**config.mk**
```make
export PLATFORM = sky130hd
export DESIGN_NAME = uart_hex_reporter
export DESIGN_NICKNAME = d
export VERILOG_FILES = /design/src/rtl/uart_pkg.sv /design/src/rtl/uart_nibble_to_ascii.sv /design/src/rtl/uart_hex_reporter.sv
export SDC_FILE = /design/constraint.sdc
export NUM_CORES = 1
export LEC_CHECK = 0
export ABC_AREA = 1
export CAP_MARGIN = 20
export CORE_AREA = 2 2 141 143
export CTS_CLUSTER_DIAMETER = 200
export DETAILED_ROUTE_END_ITERATION = 8
export DIE_AREA = 0 0 143 145
export PLACE_DENSITY = 0.7
export SLEW_MARGIN = 10
export SYNTH_ARGS = -nofsm -noshare
export SYNTH_HDL_FRONTEND = slang
export SYNTH_HIERARCHICAL = 1
export SYNTH_SLANG_ARGS = --single-unit
```
**constraint.sdc**
```tcl
create_clock -name i_clock -period 3.7 [get_ports i_clock]
set_input_delay 0.74 -clock i_clock [delete_from_list [all_inputs] [get_ports i_clock]]
set_output_delay 0.74 -clock i_clock [all_outputs]
set_load 0.01 [all_outputs]
```
**src/rtl/uart_pkg.sv**
```systemverilog
// Shared constants, FSM encodings and string packing for the hex reporter.
// HEX_REPORTER_PREFIX_EN inserts "0x" between the colon and the digits.
package uart_pkg;

  localparam logic [7:0] ASCII_COLON   = 8'h3A;
  localparam logic [7:0] ASCII_CR      = 8'h0D;
  localparam logic [7:0] ASCII_LF      = 8'h0A;
  localparam logic [7:0] ASCII_ZERO    = 8'h30;
  localparam logic [7:0] ASCII_X       = 8'h78;
  localparam logic [7:0] ASCII_UPPER_A = 8'h41;

  localparam int unsigned STR_W = 112;

  localparam logic [7:0] STR_LEN_PLAIN  = 8'd12;
  localparam logic [7:0] STR_LEN_PREFIX = 8'd14;

  localparam logic [1:0] s_IDLE    = 2'd0;
  localparam logic [1:0] s_CONVERT = 2'd1;
  localparam logic [1:0] s_LAUNCH  = 2'd2;
  localparam logic [1:0] s_WAIT    = 2'd3;

`ifdef HEX_REPORTER_PREFIX_EN
  localparam logic [7:0] STR_LEN = STR_LEN_PREFIX;
`else
  localparam logic [7:0] STR_LEN = STR_LEN_PLAIN;
`endif

  // First transmitted byte sits at the top of the active region; unused upper bytes are zero.
  function automatic logic [STR_W-1:0] pack_report(input logic [7:0]  tag,
                                                   input logic [63:0] digits);
`ifdef HEX_REPORTER_PREFIX_EN
    pack_report = {tag, ASCII_COLON, ASCII_ZERO, ASCII_X, digits, ASCII_CR, ASCII_LF};
`else
    pack_report = {16'h0000, tag, ASCII_COLON, digits, ASCII_CR, ASCII_LF};
`endif
  endfunction

endpackage

```
**src/rtl/uart_nibble_to_ascii.sv**
```systemverilog
// Combinational 4-bit to uppercase ASCII hex digit.
module uart_nibble_to_ascii
  import uart_pkg::*;
(
  input  logic [3:0] i_nibble,
  output logic [7:0] o_ascii
);

  always_comb begin
    o_ascii = ASCII_ZERO + {4'h0, i_nibble};
    if (i_nibble > 4'd9) begin
      o_ascii = ASCII_UPPER_A + {4'h0, i_nibble - 4'd10};
    end
  end

endmodule

```
**src/rtl/uart_hex_reporter.sv**
```systemverilog
// Formats "<tag>:<8 hex digits>\r\n" and hands it to a string transmitter.
// HEX_REPORTER_PREFIX_EN adds a "0x" prefix before the digits (length 14).
module uart_hex_reporter
  import uart_pkg::*;
#(
  parameter int CLOCKS_PER_BIT = 10
) (
  input  logic               i_clock,
  input  logic               i_reset,
  input  logic               i_valid,
  output logic               o_ready,
  input  logic [7:0]         i_tag,
  input  logic [31:0]        i_value,
  output logic               o_txBegin,
  output logic [STR_W-1:0]   o_txData,
  output logic [7:0]         o_txDataLength,
  input  logic               i_txBusy,
  input  logic               i_txDone,
  output logic               o_busy
);

  if (CLOCKS_PER_BIT < 1) begin : g_cpb_check
    $error("CLOCKS_PER_BIT must be positive");
  end

  logic [1:0]       state_q, state_d;
  logic             hold_full_q, hold_full_d;
  logic [7:0]       hold_tag_q, hold_tag_d;
  logic [31:0]      hold_val_q, hold_val_d;
  logic [7:0]       work_tag_q, work_tag_d;
  logic [31:0]      work_val_q, work_val_d;
  logic [63:0]      digits_q, digits_d;
  logic [2:0]       cnt_q, cnt_d;
  logic [STR_W-1:0] tx_data_q, tx_data_d;
  logic [7:0]       tx_len_q, tx_len_d;
  logic             tx_begin_q, tx_begin_d;

  logic       accept;
  logic       pop;
  logic [7:0] nib_ascii;

  uart_nibble_to_ascii u_nib (
    .i_nibble (work_val_q[31:28]),
    .o_ascii  (nib_ascii)
  );

  // Handshake: a request transfers on a rising edge where i_valid and o_ready
  // are both high; o_ready means the one-entry holding slot is empty.
  assign accept = i_valid && !hold_full_q;
  assign pop    = (state_q == s_IDLE) && hold_full_q && !i_txBusy;

  always_comb begin
    state_d     = state_q;
    hold_full_d = (hold_full_q && !pop) || accept;
    hold_tag_d  = hold_tag_q;
    hold_val_d  = hold_val_q;
    work_tag_d  = work_tag_q;
    work_val_d  = work_val_q;
    digits_d    = digits_q;
    cnt_d       = cnt_q;
    tx_data_d   = tx_data_q;
    tx_len_d    = tx_len_q;
    tx_begin_d  = 1'b0;

    if (accept) begin
      hold_tag_d = i_tag;
      hold_val_d = i_value;
    end

    case (state_q)
      s_IDLE: begin
        if (pop) begin
          work_tag_d = hold_tag_q;
          work_val_d = hold_val_q;
          cnt_d      = 3'd0;
          state_d    = s_CONVERT;
        end
      end
      s_CONVERT: begin
        // Most significant nibble first; the string is frozen on the last digit.
        digits_d   = {digits_q[55:0], nib_ascii};
        work_val_d = {work_val_q[27:0], 4'h0};
        cnt_d      = cnt_q + 3'd1;
        if (cnt_q == 3'd7) begin
          tx_data_d = pack_report(work_tag_q, digits_d);
          tx_len_d  = STR_LEN;
          state_d   = s_LAUNCH;
        end
      end
      s_LAUNCH: begin
        tx_begin_d = 1'b1;
        state_d    = s_WAIT;
      end
      s_WAIT: begin
        if (i_txDone) begin
          state_d = s_IDLE;
        end
      end
      default: state_d = s_IDLE;
    endcase
  end

  always_ff @(posedge i_clock) begin
    if (i_reset) begin
      state_q     <= s_IDLE;
      hold_full_q <= 1'b0;
      hold_tag_q  <= 8'h00;
      hold_val_q  <= 32'h0;
      work_tag_q  <= 8'h00;
      work_val_q  <= 32'h0;
      digits_q    <= 64'h0;
      cnt_q       <= 3'd0;
      tx_data_q   <= '0;
      tx_len_q    <= 8'h00;
      tx_begin_q  <= 1'b0;
    end else begin
      state_q     <= state_d;
      hold_full_q <= hold_full_d;
      hold_tag_q  <= hold_tag_d;
      hold_val_q  <= hold_val_d;
      work_tag_q  <= work_tag_d;
      work_val_q  <= work_val_d;
      digits_q    <= digits_d;
      cnt_q       <= cnt_d;
      tx_data_q   <= tx_data_d;
      tx_len_q    <= tx_len_d;
      tx_begin_q  <= tx_begin_d;
    end
  end

  assign o_ready        = !hold_full_q;
  assign o_txBegin      = tx_begin_q;
  assign o_txData       = tx_data_q;
  assign o_txDataLength = tx_len_q;
  assign o_busy         = (state_q != s_IDLE);

endmodule

```
## Yosys cells after proc, flatten, opt, wreduce, memory -nomap -nowiden

Cells that the tools add are included.

- $add $sub $neg: 4
- $lt $le $gt $ge: 1
- Equality and inequality tests: 7
- Mux-type cells: 10
- Reduce and logical (&&, ||, !) cells: 15

Operators by type and width:

| cell | number |
|---|---|
| $pmux 32 s2 | 1 |
| $mux 32 | 1 |
| $add 7x4->8 const A | 1 |
| $mux 8 | 1 |
| $pmux 2 s4 | 1 |
| $add 6x4->7 const A | 1 |
| $mux 2 | 3 |
| $ne 2x2->1 const B | 3 |
| $pmux 3 s2 | 1 |
| $reduce_and 2->1 | 3 |
| $eq 2x2->1 const B | 2 |
| $gt 4x4->1 const B | 1 |
| $logic_and 1x1->1 | 4 |
| $reduce_bool 2->1 | 2 |
| $sub 4x4->4 const B | 1 |
| $add 3x1->3 const B | 1 |
| $eq 3x3->1 const B | 1 |
| $logic_not 1->1 | 3 |
| $mux 3 | 1 |
| $reduce_and 3->1 | 1 |
| $eq 2x1->1 const B | 1 |
| $logic_not 2->1 | 1 |
| $logic_or 1x1->1 | 1 |
| $mux 1 | 1 |

- Register bits after elaboration: 225
- Word-level logic and storage cells: 48

## Depth between registers and ports, before layout

Gate-level depths: netlist of run 1.

- Depth in word-level cells: 6
- Depth in mapped cells: 10
- Gate-level depth less buffers: 9

## By module

Netlist of run 1, hierarchy kept.

By module, submodules not included:

| module | instances | cells an instance | area each (sq um) | sequential area each (sq um) |
|---|---|---|---|---|
| uart_hex_reporter | 1 | 1055 | 8244.2 | 4324.1 |
| uart_nibble_to_ascii | 1 | 36 | 203.9 | 0.0 |

## Worst setup path after synthesis of run 1

No wires, ideal clock.

- Path kind: input port to flip-flop
- From: input i_reset
- To: register work_val_q[10]
- Setup time: 0.065 ns
- Arrival: 1.515 ns
- Data required time: 3.635 ns
- Setup slack: 2.121 ns
- Stages: 6
- Path buffers: 3
- Path through: clkbuf_1 inv_2 buf_2 clkbuf_1 o21ai_0 nor2_1

RTL lines:

| item | line | source |
|---|---|---|
| start, declared | uart_hex_reporter.sv:9 | `input logic i_reset,` |
| end signal, assigned | uart_hex_reporter.sv:122 | `work_val_q <= work_val_d;` |
| end, declared | uart_hex_reporter.sv:31 | `logic [31:0] work_val_q, work_val_d;` |

## Final worst setup path of run 1

- From: register state_q[0]
- To: output o_busy

- Word-level cells in the longest chain between the ends: 1

Ends and longest elaborated chain:

| item | line | source |
|---|---|---|
| start, declared | uart_hex_reporter.sv:26 | `logic [1:0] state_q, state_d;` |
| start signal, assigned | uart_hex_reporter.sv:105 | `state_q <= s_IDLE;` |
| start signal, assigned | uart_hex_reporter.sv:117 | `state_q <= state_d;` |
| $reduce_bool 2->1 | uart_hex_reporter.sv:135 | `assign o_busy = (state_q != s_IDLE);` |
| end, declared | uart_hex_reporter.sv:19 | `output logic o_busy` |

Every way passes these cells.

==> impl_metrics.tcl, run 1 <==
set metrics [dict create \
    drt_iter0_drc 543 \
    syn_area_sq_um 8450 \
    peakVddDrop_v 0.000364 \
    clk_latency_ns 0.50 \
    cts_buffers 23 \
    worstPathCellList "inv_1 > ha_1 > inv_2 > clkdlybuf4s50_1" \
    syn_to_final_growth_pct 23.0 \
    grt_pass1_vias 6128 \
    rsz0062_at_grt "false" \
    fin_tns_setup_ns 0 \
    startpoint_type "flop" \
    r2r-start "state_q[1]" \
    p_leak_nw 4.22 \
    fin_cells 1452 \
    placed_cell_area_sq_um 9620 \
    cp.depth 4 \
    worst_pin_slew_ns 0.655 \
    yosysUniqueCellTypes 23 \
    yosysWarnings 6 \
    netlist_instances 1091 \
    dieArea_sq_um 20700 \
    hpwl_microns 11900 \
    max_cap_viol_count 0 \
    num_antenna_cells 0 \
    hp-class "reg -> reg" \
    ff2ff_path_depth 8 \
    antenna_left 0 \
    root_buffer "clkbuf_16" \
    dp_cells 1412 \
    report.final.hold_viol_count 0 \
    antenna_found_initial 0 \
    fin_crit_ns 2.74 \
    portBuffers 130 \
    fin_crit_sh_pct 74.0 \
    rows 51 \
    cts_tree "yes" \
    ys_seq_area_share_pct 51.2 \
    dp_slack_ns 1.13 \
    maxSlewViolCount 0 \
    clkTransAtPathRegs_ns 0.06 \
    synth_mux_area_share_pct 0 \
    synth_top_family_by_area "simple AND/OR/NAND/NOR gates" \
    drc 0 \
    hp-start "hold_val_q[31]" \
    r2r_end "o_txData[31]" \
    post_drt_via_cell_ratio 4.76 \
    synth_compound_area_share_pct 16.6 \
    nets 1228 \
    final-setup-viol-count 0 \
    yosys.area.top_type "dfxtp_1" \
    vias 6914 \
    drive_gt1_share_pct 5.31 \
    critPathTopFamily "buffers and inverters" \
    htreeDepth 1 \
    cts_hold_buf 0 \
    stdcell_area_sq_um 10400 \
    grt_max_degree 80 \
    routabilityCongestion 0.774 \
    grt-ovfl-total 0 \
    setup_ws_ns 0.962 \
    die_w_microns 143 \
    synth-seq-cells 216 \
    synth_fa_ha_area_share_pct 1.63 \
    start_util_pct 44.0 \
    synth_area_leaders "dfxtp_1 51%, nor2_1 13%, o21ai_0 9.1%, nand2_1 5.3%, buf_4 4.8%" \
    crit_fanout 4 \
    crit_arrival_ns 2.00 \
    grt_usage_pct 17.5 \
    power_density_nw_per_um2 625 \
    cts.repair.resized 0 \
    dr.pass1.iters 4 \
    relSlewSlack_pct 56.3 \
    critical_path_buf_inv_count 3 \
    yosysTopAreaCellShare_pct 51.2 \
    synth-xor-area-share_pct 0 \
    max_freq_mhz 365 \
    end_kind "output port" \
    final.fill_count 1854 \
    clk_path_buf_depth 3 \
    r2r_slack_ns 1.27 \
    min_to "hold_val_q[31]" \
    finClkSkew_ns 0.0102 \
    holdPathStages 2 \
    hold_slack_ns 0.459 \
    die_y_microns 145 \
    ios 168 \
    yosys.area_share.simple_pct 19.6 \
    path_class "reg -> out" \
    wl_microns 18400 \
    avgSynthCellArea_sq_um 7.74 \
    grt_pass1_wl_microns 30400 \
    coreArea_sq_um 19200 \
    cp_slowest_cell "clkdlybuf4s50_1" \
    slowest_delay_ns 0.55 \
    status "finished, final reports clean" \
    avgRoutedWirePerCell_microns 12.7 \
    post_cts_buffers 0 \
    cts_sinks 216 \
    required_ns 2.96 \
]
==> flip-flops by register name, indices dropped and copies added (netlist names), 2 cells and up <==
signal / cells
o_txData: 73
digits_q: 56
hold_val_q: 32
work_val_q: 32
hold_tag_q: 8
work_tag_q: 8
cnt_q: 3
state_q: 2
==> through the flow <==
| step | power, W | util [%] |
|---|---|---|
| 2_1_floorplan | 0.00397 | - |
| 3_3_place_gp | 0.00421 | 49.9 |
| 3_5_place_dp | 0.00425 | 50.1 |
| 4_1_cts | 0.00656 | 54.1 |
| 5_1_grt | 0.00689 | 54.1 |
| 6_report | 0.00650 | 54.1 |
==> cell usage in the layout (no fill, tap or decap), types with 22 or more instances in the layout <==
master	synthesis	routed
nor2_1	284	284
dfxtp_1	216	216
o21ai_0	153	153
clkdlybuf4s50_1	0	129
nand2_1	119	119
a21oi_1	65	65
inv_1	43	43
conb_1	2	38
a211oi_1	25	25
clkbuf_16	0	23
o21ai_1	22	22
==> cells by family (layout without fill, tap and decap cells) <==
kind of cell	Yosys count	in the layout
compound gates	266	266
flops	216	216
buf+inv	170	230
simple gates	426	426
other cells	2	38
fa+ha+maj	11	11
==> synthesized netlist by cell type (all sizes together) <==
master,instances
nor2,285
dfxtp,216
o21ai,176
nand2,124
buf,83
a21oi,65
inv,50
clkbuf,37
a211oi,25
nand3,17
ha,11
conb,2
==> where the power goes <==
group          switching, W  total (W)  internal, W
sequential         0.000202    0.00291      0.00270
clock              0.000877    0.00230      0.00142
combinational      0.000861    0.00130     0.000434
total               0.00194    0.00650      0.00456
==> area by class of cell <==
class	instances	area, sq um	area share [%]
Sequential cell	216	4320	41.6
Multi-Input combinational cell	741	3360	32.3
Timing Repair Buffer	140	1420	13.6
Clock buffer	34	687	6.61
Tap cell	265	332	3.19
Inverter	50	193	1.85
Clock inverter	6	83.8	0.807
==> worst register-to-register path: cells and delay by family (launching register included) <==
kind                       cells  cell delay, ns
AOI/OAI and AO/OA              2            0.28
adders and majority gates      1            0.42
buffers and inverters          4            1.28
DFF                            1            0.34
and+or+nand+nor                1            0.06
==> routing by layer <==
metal | vias up | GRT usage [%] | routed length, microns | part of all wire (%)
met4 | 0 | 3.47 | 281 | 1.5
met5 | - | 0 | 0 | 0
li1 | 3578 | - | - | -
met3 | 21 | 3.00 | 927 | 5.0
met1 | 3127 | 24.9 | 8680 | 47
met2 | 188 | 28.0 | 8540 | 46
==> how the worst max path moves through the flow <==
stage | from | endpoint | slack [ns]
final | state_q[0] | o_busy | 0.96
after floorplan | i_reset | work_val_q[10] | 2.12
after detailed placement | i_txBusy | work_val_q[5] | 1.13
after CTS | state_q[0] | o_busy | 0.94
after global placement | i_valid | hold_val_q[31] | 1.10
after global routing | state_q[0] | o_busy | 0.85
Note: power is estimated with default switching activity, not from simulation.
==> run 2, diff against run 1 <==
Settings changed: PLACE_DENSITY 0.7 to 0.73.
Clock period 3.7 ns to 2.5 ns, I/O delays scaled along.
==> run 2 against run 1 <==
Register-to-register slack worse by 0.57 ns; sequential share of layout area decreased by 0.30 points; critical path type unchanged; non-clock buffer count up 4; global-route usage increased by 0.12 points; critical endpoint unchanged; highest routed layer unchanged; largest power group unchanged; die area stayed put; core utilization up 0.40 points; largest cell class unchanged; via count rose by 0.64%.
==> impl_metrics.tcl, run 2 (same netlist as run 1, synthesis figures left out) <==
set metrics [dict create \
    cp.depth 4 \
    drive_gt1_share_pct 5.95 \
    clk_latency_ns 0.51 \
    final-setup-viol-count 0 \
    worst_pin_slew_ns 0.636 \
    fin_tns_setup_ns 0 \
    startpoint_type "flop" \
    r2r_slack_ns 0.70 \
    die_y_microns 145 \
    antenna_found_initial 0 \
    syn_to_final_growth_pct 23.9 \
    hp-class "reg -> reg" \
    htreeDepth 1 \
    grt-ovfl-total 0 \
    grt_usage_pct 17.6 \
    nets 1232 \
    largest_reg_flops 73 \
    wl_microns 18900 \
    routabilityCongestion 0.757 \
    root_buffer "clkbuf_16" \
    portBuffers 130 \
    die_w_microns 143 \
    dieArea_sq_um 20700 \
    relSlewSlack_pct 57.4 \
    hp-start "hold_val_q[0]" \
    startpoint "state_q[1]" \
    critical_path_buf_inv_count 3 \
    r2r-start "state_q[1]" \
    drc 0 \
    end_kind "output port" \
    status "finished, final reports clean" \
    coreArea_sq_um 19200 \
    crit_end "o_busy" \
    grt_max_degree 82 \
    grt_pass1_wl_microns 30500 \
    clk_path_buf_depth 3 \
    stdcell_area_sq_um 10500 \
    dr.pass1.iters 5 \
    p_leak_nw 4.26 \
    rows 51 \
    report.final.hold_viol_count 0 \
    maxSlewViolCount 0 \
    start_util_pct 44.0 \
    max_cap_viol_count 0 \
    cts_hold_buf 0 \
    required_ns 2.00 \
    ios 168 \
    cp_slowest_cell "clkdlybuf4s50_1" \
    grt_pass1_vias 6113 \
    cts_tree "yes" \
    power_density_nw_per_um2 944 \
    cts_buffers 23 \
    r2r_end "work_val_q[26]" \
    fin_crit_sh_pct 94.7 \
    placed_cell_area_sq_um 9640 \
    layout_commonest_cell "nor2_1" \
    finClkSkew_ns 0.00982 \
    slowest_delay_ns 0.55 \
    cts_sinks 216 \
    final_cell_mix "284 x nor2_1, 215 x dfxtp_1, 153 x o21ai_0, 129 x clkdlybuf4s50_1, 119 x nand2_1" \
    fin_crit_ns 2.37 \
    drt_iter0_drc 586 \
    worstPathCellList "inv_1 > ha_2 > inv_2 > clkdlybuf4s50_1" \
    crit_arrival_ns 1.87 \
    max_freq_mhz 423 \
    vias 6958 \
    num_antenna_cells 0 \
    rsz0062_at_grt "false" \
    ff2ff_path_depth 8 \
    avgRoutedWirePerCell_microns 13.0 \
    hpwl_microns 12100 \
    crit_fanout 4 \
    post_cts_buffers 0 \
    peakVddDrop_v 0.000611 \
    critPathTopFamily "buffers and inverters" \
    clkTransAtPathRegs_ns 0.06 \
    cts.repair.resized 1 \
    antenna_left 0 \
    post_drt_via_cell_ratio 4.77 \
    path_class "reg -> out" \
]
run 2: how the worst min path moves through the flow:
stage                     depth (start not counted)              to
after CTS                                         2   work_val_q[1]
after floorplan                                   2  hold_val_q[31]
after global routing                              2    digits_q[48]
after global placement                            2   work_val_q[0]
after detailed placement                          2   work_val_q[0]
final                                             2   work_val_q[0]
run 2: through the flow:
stage	worst slack (ns)	cells	hold slack, ns	power, W	utilization, %
detailed placement	0.397	1416	0.449	0.00632	50.2
CTS	0.0559	1458	0.469	0.00997	54.5
global route	0.0520	1458	0.487	0.0105	54.5
floorplan	1.04	1127	0.424	0.00588	-
global placement	0.463	1416	0.447	0.00626	50.2
finish	0.134	1458	0.466	0.00989	54.5
run 2: final cells by class:
class | instances | area, sq um
Tap cell | 265 | 332
Timing Repair Buffer | 144 | 1440
Inverter | 50 | 193
Clock buffer | 33 | 673
Fill cell | 1793 | 8740
Sequential cell | 216 | 4330
Multi-Input combinational cell | 741 | 3360
Clock inverter | 9 | 149
run 2: worst register-to-register path, stage by stage, from the launching register on:
cell	delay (ns)
dfxtp_1	0.38
inv_1	0.12
ha_4	0.21
inv_2	0.44
buf_4	0.29
nand2_1	0.08
nand2_1	0.06
nor2_1	0.05
nor2_1	0.11
run 2: where the power goes:
part / leakage [nW] / total [W] / internal, W / switching, W
Sequential: 1.76 / 0.00430 / 0.00400 / 0.000299
Clock: 0.408 / 0.00361 / 0.00228 / 0.00133
Combinational: 2.09 / 0.00197 / 0.000677 / 0.00129
Total: 4.26 / 0.00989 / 0.00696 / 0.00292
run 2: metal layers:
metal / vias up / GRT usage, % / share of wire, %
met1: 3142 / 25.8 / 48
met3: 31 / 2.57 / 4.5
met2: 195 / 27.5 / 46
met4: 0 / 4.01 / 1.7
met5: - / 0 / 0
li1: 3590 / - / -
==> run 3, diff against run 2 <==
Settings changed: ABC_AREA 1 to unset, CORE_AREA 2 2 141 143 to 2 2 142 144, DIE_AREA 0 0 143 145 to 0 0 144 146.
==> run 3 against run 2 <==
Final cell count shrank 8.6%; synthesized area increased by 1.9%; worst setup slack better by 0.15 ns; core utilization grew 0.53 points; final area grew 1.6%; highest routed layer unchanged; global-route usage down 0.85 points; clock skew shrank 0.0028 ns; synthesized cell count shrank 12%; hold slack worse by 0.070 ns; via count is 7.5% lower; sequential cell count is the same.
==> impl_metrics.tcl, run 3 <==
set metrics [dict create \
    status "finished, final reports clean" \
    drc 0 \
    final-setup-viol-count 0 \
    max_freq_mhz 452 \
    avgRoutedWirePerCell_microns 13.4 \
    startpoint_type "flop" \
    peakVddDrop_v 0.000507 \
    rsz0062_at_grt "false" \
    dr.pass1.iters 4 \
    max_cap_viol_count 0 \
    vias 6436 \
    syn_area_sq_um 8600 \
    fin_tns_setup_ns 0 \
    clk_latency_ns 0.49 \
    grt_pass1_wl_microns 29700 \
    cts_sinks 216 \
    cts_buffers 23 \
    rows 51 \
    grt_pass1_vias 6008 \
    coreArea_sq_um 19300 \
    syn_to_final_growth_pct 23.7 \
    cts_tree "yes" \
    dieArea_sq_um 21000 \
    synthTopCellsByCount "242 x nand2_1, 216 x dfxtp_1, 124 x a21oi_1" \
    final_cell_mix "242 x nand2_1, 216 x dfxtp_1, 128 x clkdlybuf4s50_1, 124 x a21oi_1, 87 x mux2i_1" \
    die_w_microns 144 \
    end_kind "output port" \
    required_ns 2.00 \
    netlist_instances 961 \
    fin_crit_ns 2.21 \
    layout_commonest_cell "nand2_1" \
    antenna_found_initial 0 \
    hp-class "in -> reg" \
    drive_gt1_share_pct 8.05 \
    grt_usage_pct 16.8 \
    async_flop_share_pct 0 \
    yosysTopAreaCellShare_pct 50.3 \
    power.total_w 0.00903 \
    num_antenna_cells 0 \
    power_density_nw_per_um2 849 \
    htreeDepth 1 \
    routabilityCongestion 0.773 \
    drt_iter0_drc 330 \
    ios 168 \
    clkTransAtPathRegs_ns 0.06 \
    grt-ovfl-total 0 \
    root_buffer "clkbuf_16" \
    fin_crit_sh_pct 88.5 \
    ys.flop_type "dfxtp_1" \
    post_drt_via_cell_ratio 4.83 \
    p_leak_nw 3.75 \
    avgSynthCellArea_sq_um 8.95 \
    maxSlewViolCount 0 \
    yosysUniqueCellTypes 37 \
    clk_path_buf_depth 3 \
    die_y_microns 146 \
    holdPathStages 2 \
    start_util_pct 44.5 \
    portBuffers 130 \
    nets 1108 \
    post_cts_buffers 0 \
    wl_microns 17900 \
    yosysMostFrequentCell "nand2_1" \
    report.final.hold_viol_count 0 \
    largest_reg_flops 73 \
    synth-seq-cells 216 \
    antenna_left 0 \
    ys_seq_area_share_pct 50.3 \
    ff2ff_path_depth 6 \
    grt_max_degree 99 \
    finClkSkew_ns 0.00702 \
    utilization_pct 55.0 \
    yosys.area.top_type "dfxtp_1" \
    path_class "reg -> out" \
    hpwl_microns 11700 \
    yosysWarnings 6 \
    crit_fanout 5 \
    synth_area_leaders "dfxtp_1 50%, nand2_1 11%, mux2i_1 10%, a21oi_1 7.2%, buf_4 5.5%" \
    crit_arrival_ns 1.71 \
    synth_enable_flop_cells 0 \
]
## run 3: cell count changes after synthesis, moves of 20 or more
cell,before,now
a21oi_1,65,124
inv_1,43,10
mux2i_1,0,87
nand2_1,119,242
nor2_1,284,59
nor3_1,0,20
o21ai_0,153,1
o21ai_1,22,0
## run 3: metrics by stage
stage	cells	setup WS, ns	cell area [sq um]	hold slack (ns)
floorplan	997	0.998	8740	0.431
global placement	1292	0.509	9840	0.436
detailed placement	1292	0.483	9840	0.443
CTS	1333	0.240	10600	0.383
global route	1333	0.134	10600	0.399
finish	1333	0.288	10600	0.395
## run 3: final cells by class
| type | instances | area [sq um] |
|---|---|---|
| timing repair buffer | 145 | 1490 |
| inverter | 11 | 41.3 |
| multi-input combinational | 655 | 3650 |
| fill | 1775 | 8690 |
| clock buffer | 30 | 642 |
| sequential | 216 | 4320 |
| clock inverter | 11 | 161 |
| tap | 265 | 332 |
## run 3: report_power, final
group / leakage (nW) / total (W) / switching (W) / internal [W]
Clock: 0.396 / 0.00355 / 0.00133 / 0.00222
Combinational: 1.60 / 0.00167 / 0.000907 / 0.000759
Sequential: 1.75 / 0.00381 / 0.000154 / 0.00366
Total: 3.75 / 0.00903 / 0.00239 / 0.00664
## run 3: worst paths after layout
kind                      from        endpoint  slack (ns)
setup reg to reg    state_q[1]  work_val_q[21]        0.72
setup / recovery    state_q[0]          o_busy        0.29
hold reg to reg   o_txData[72]    o_txData[72]        0.45
hold / removal         i_reset   hold_val_q[4]        0.40
## run 3: critical path: stages (launching register included)
cell and delay, ns:
dfxtp_1 0.42, inv_1 0.11, ha_1 0.26, inv_1 0.13, dlygate4sd2_1 0.30
## run 3: what timing repair did
| action | in CTS | in global routing |
|---|---|---|
| endpoints found under the setup margin | 1 | 0 |
| hold buffers | 0 | 0 |
| gates resized for setup | 1 | 0 |
## run 3: cell families after synthesis
family	count (synthesis)	share of synthesized area, %
and+or+nand+nor	351	17.0
DFF	216	50.3
adders and majority gates	11	1.60
buffers and inverters	126	9.10
xor gates and xnor gates	2	0.204
muxes	87	10.1
AOI/OAI and AO/OA	166	11.6
other	2	0.0873
## run 3: per-layer routing
layer | vias up | routed length [microns] | GRT usage (%)
li1 | 3281 | - | -
met5 | - | 0 | 0
met1 | 2972 | 8510 | 23.9
met3 | 23 | 1030 | 2.73
met4 | 0 | 267 | 3.73
met2 | 160 | 8060 | 26.7
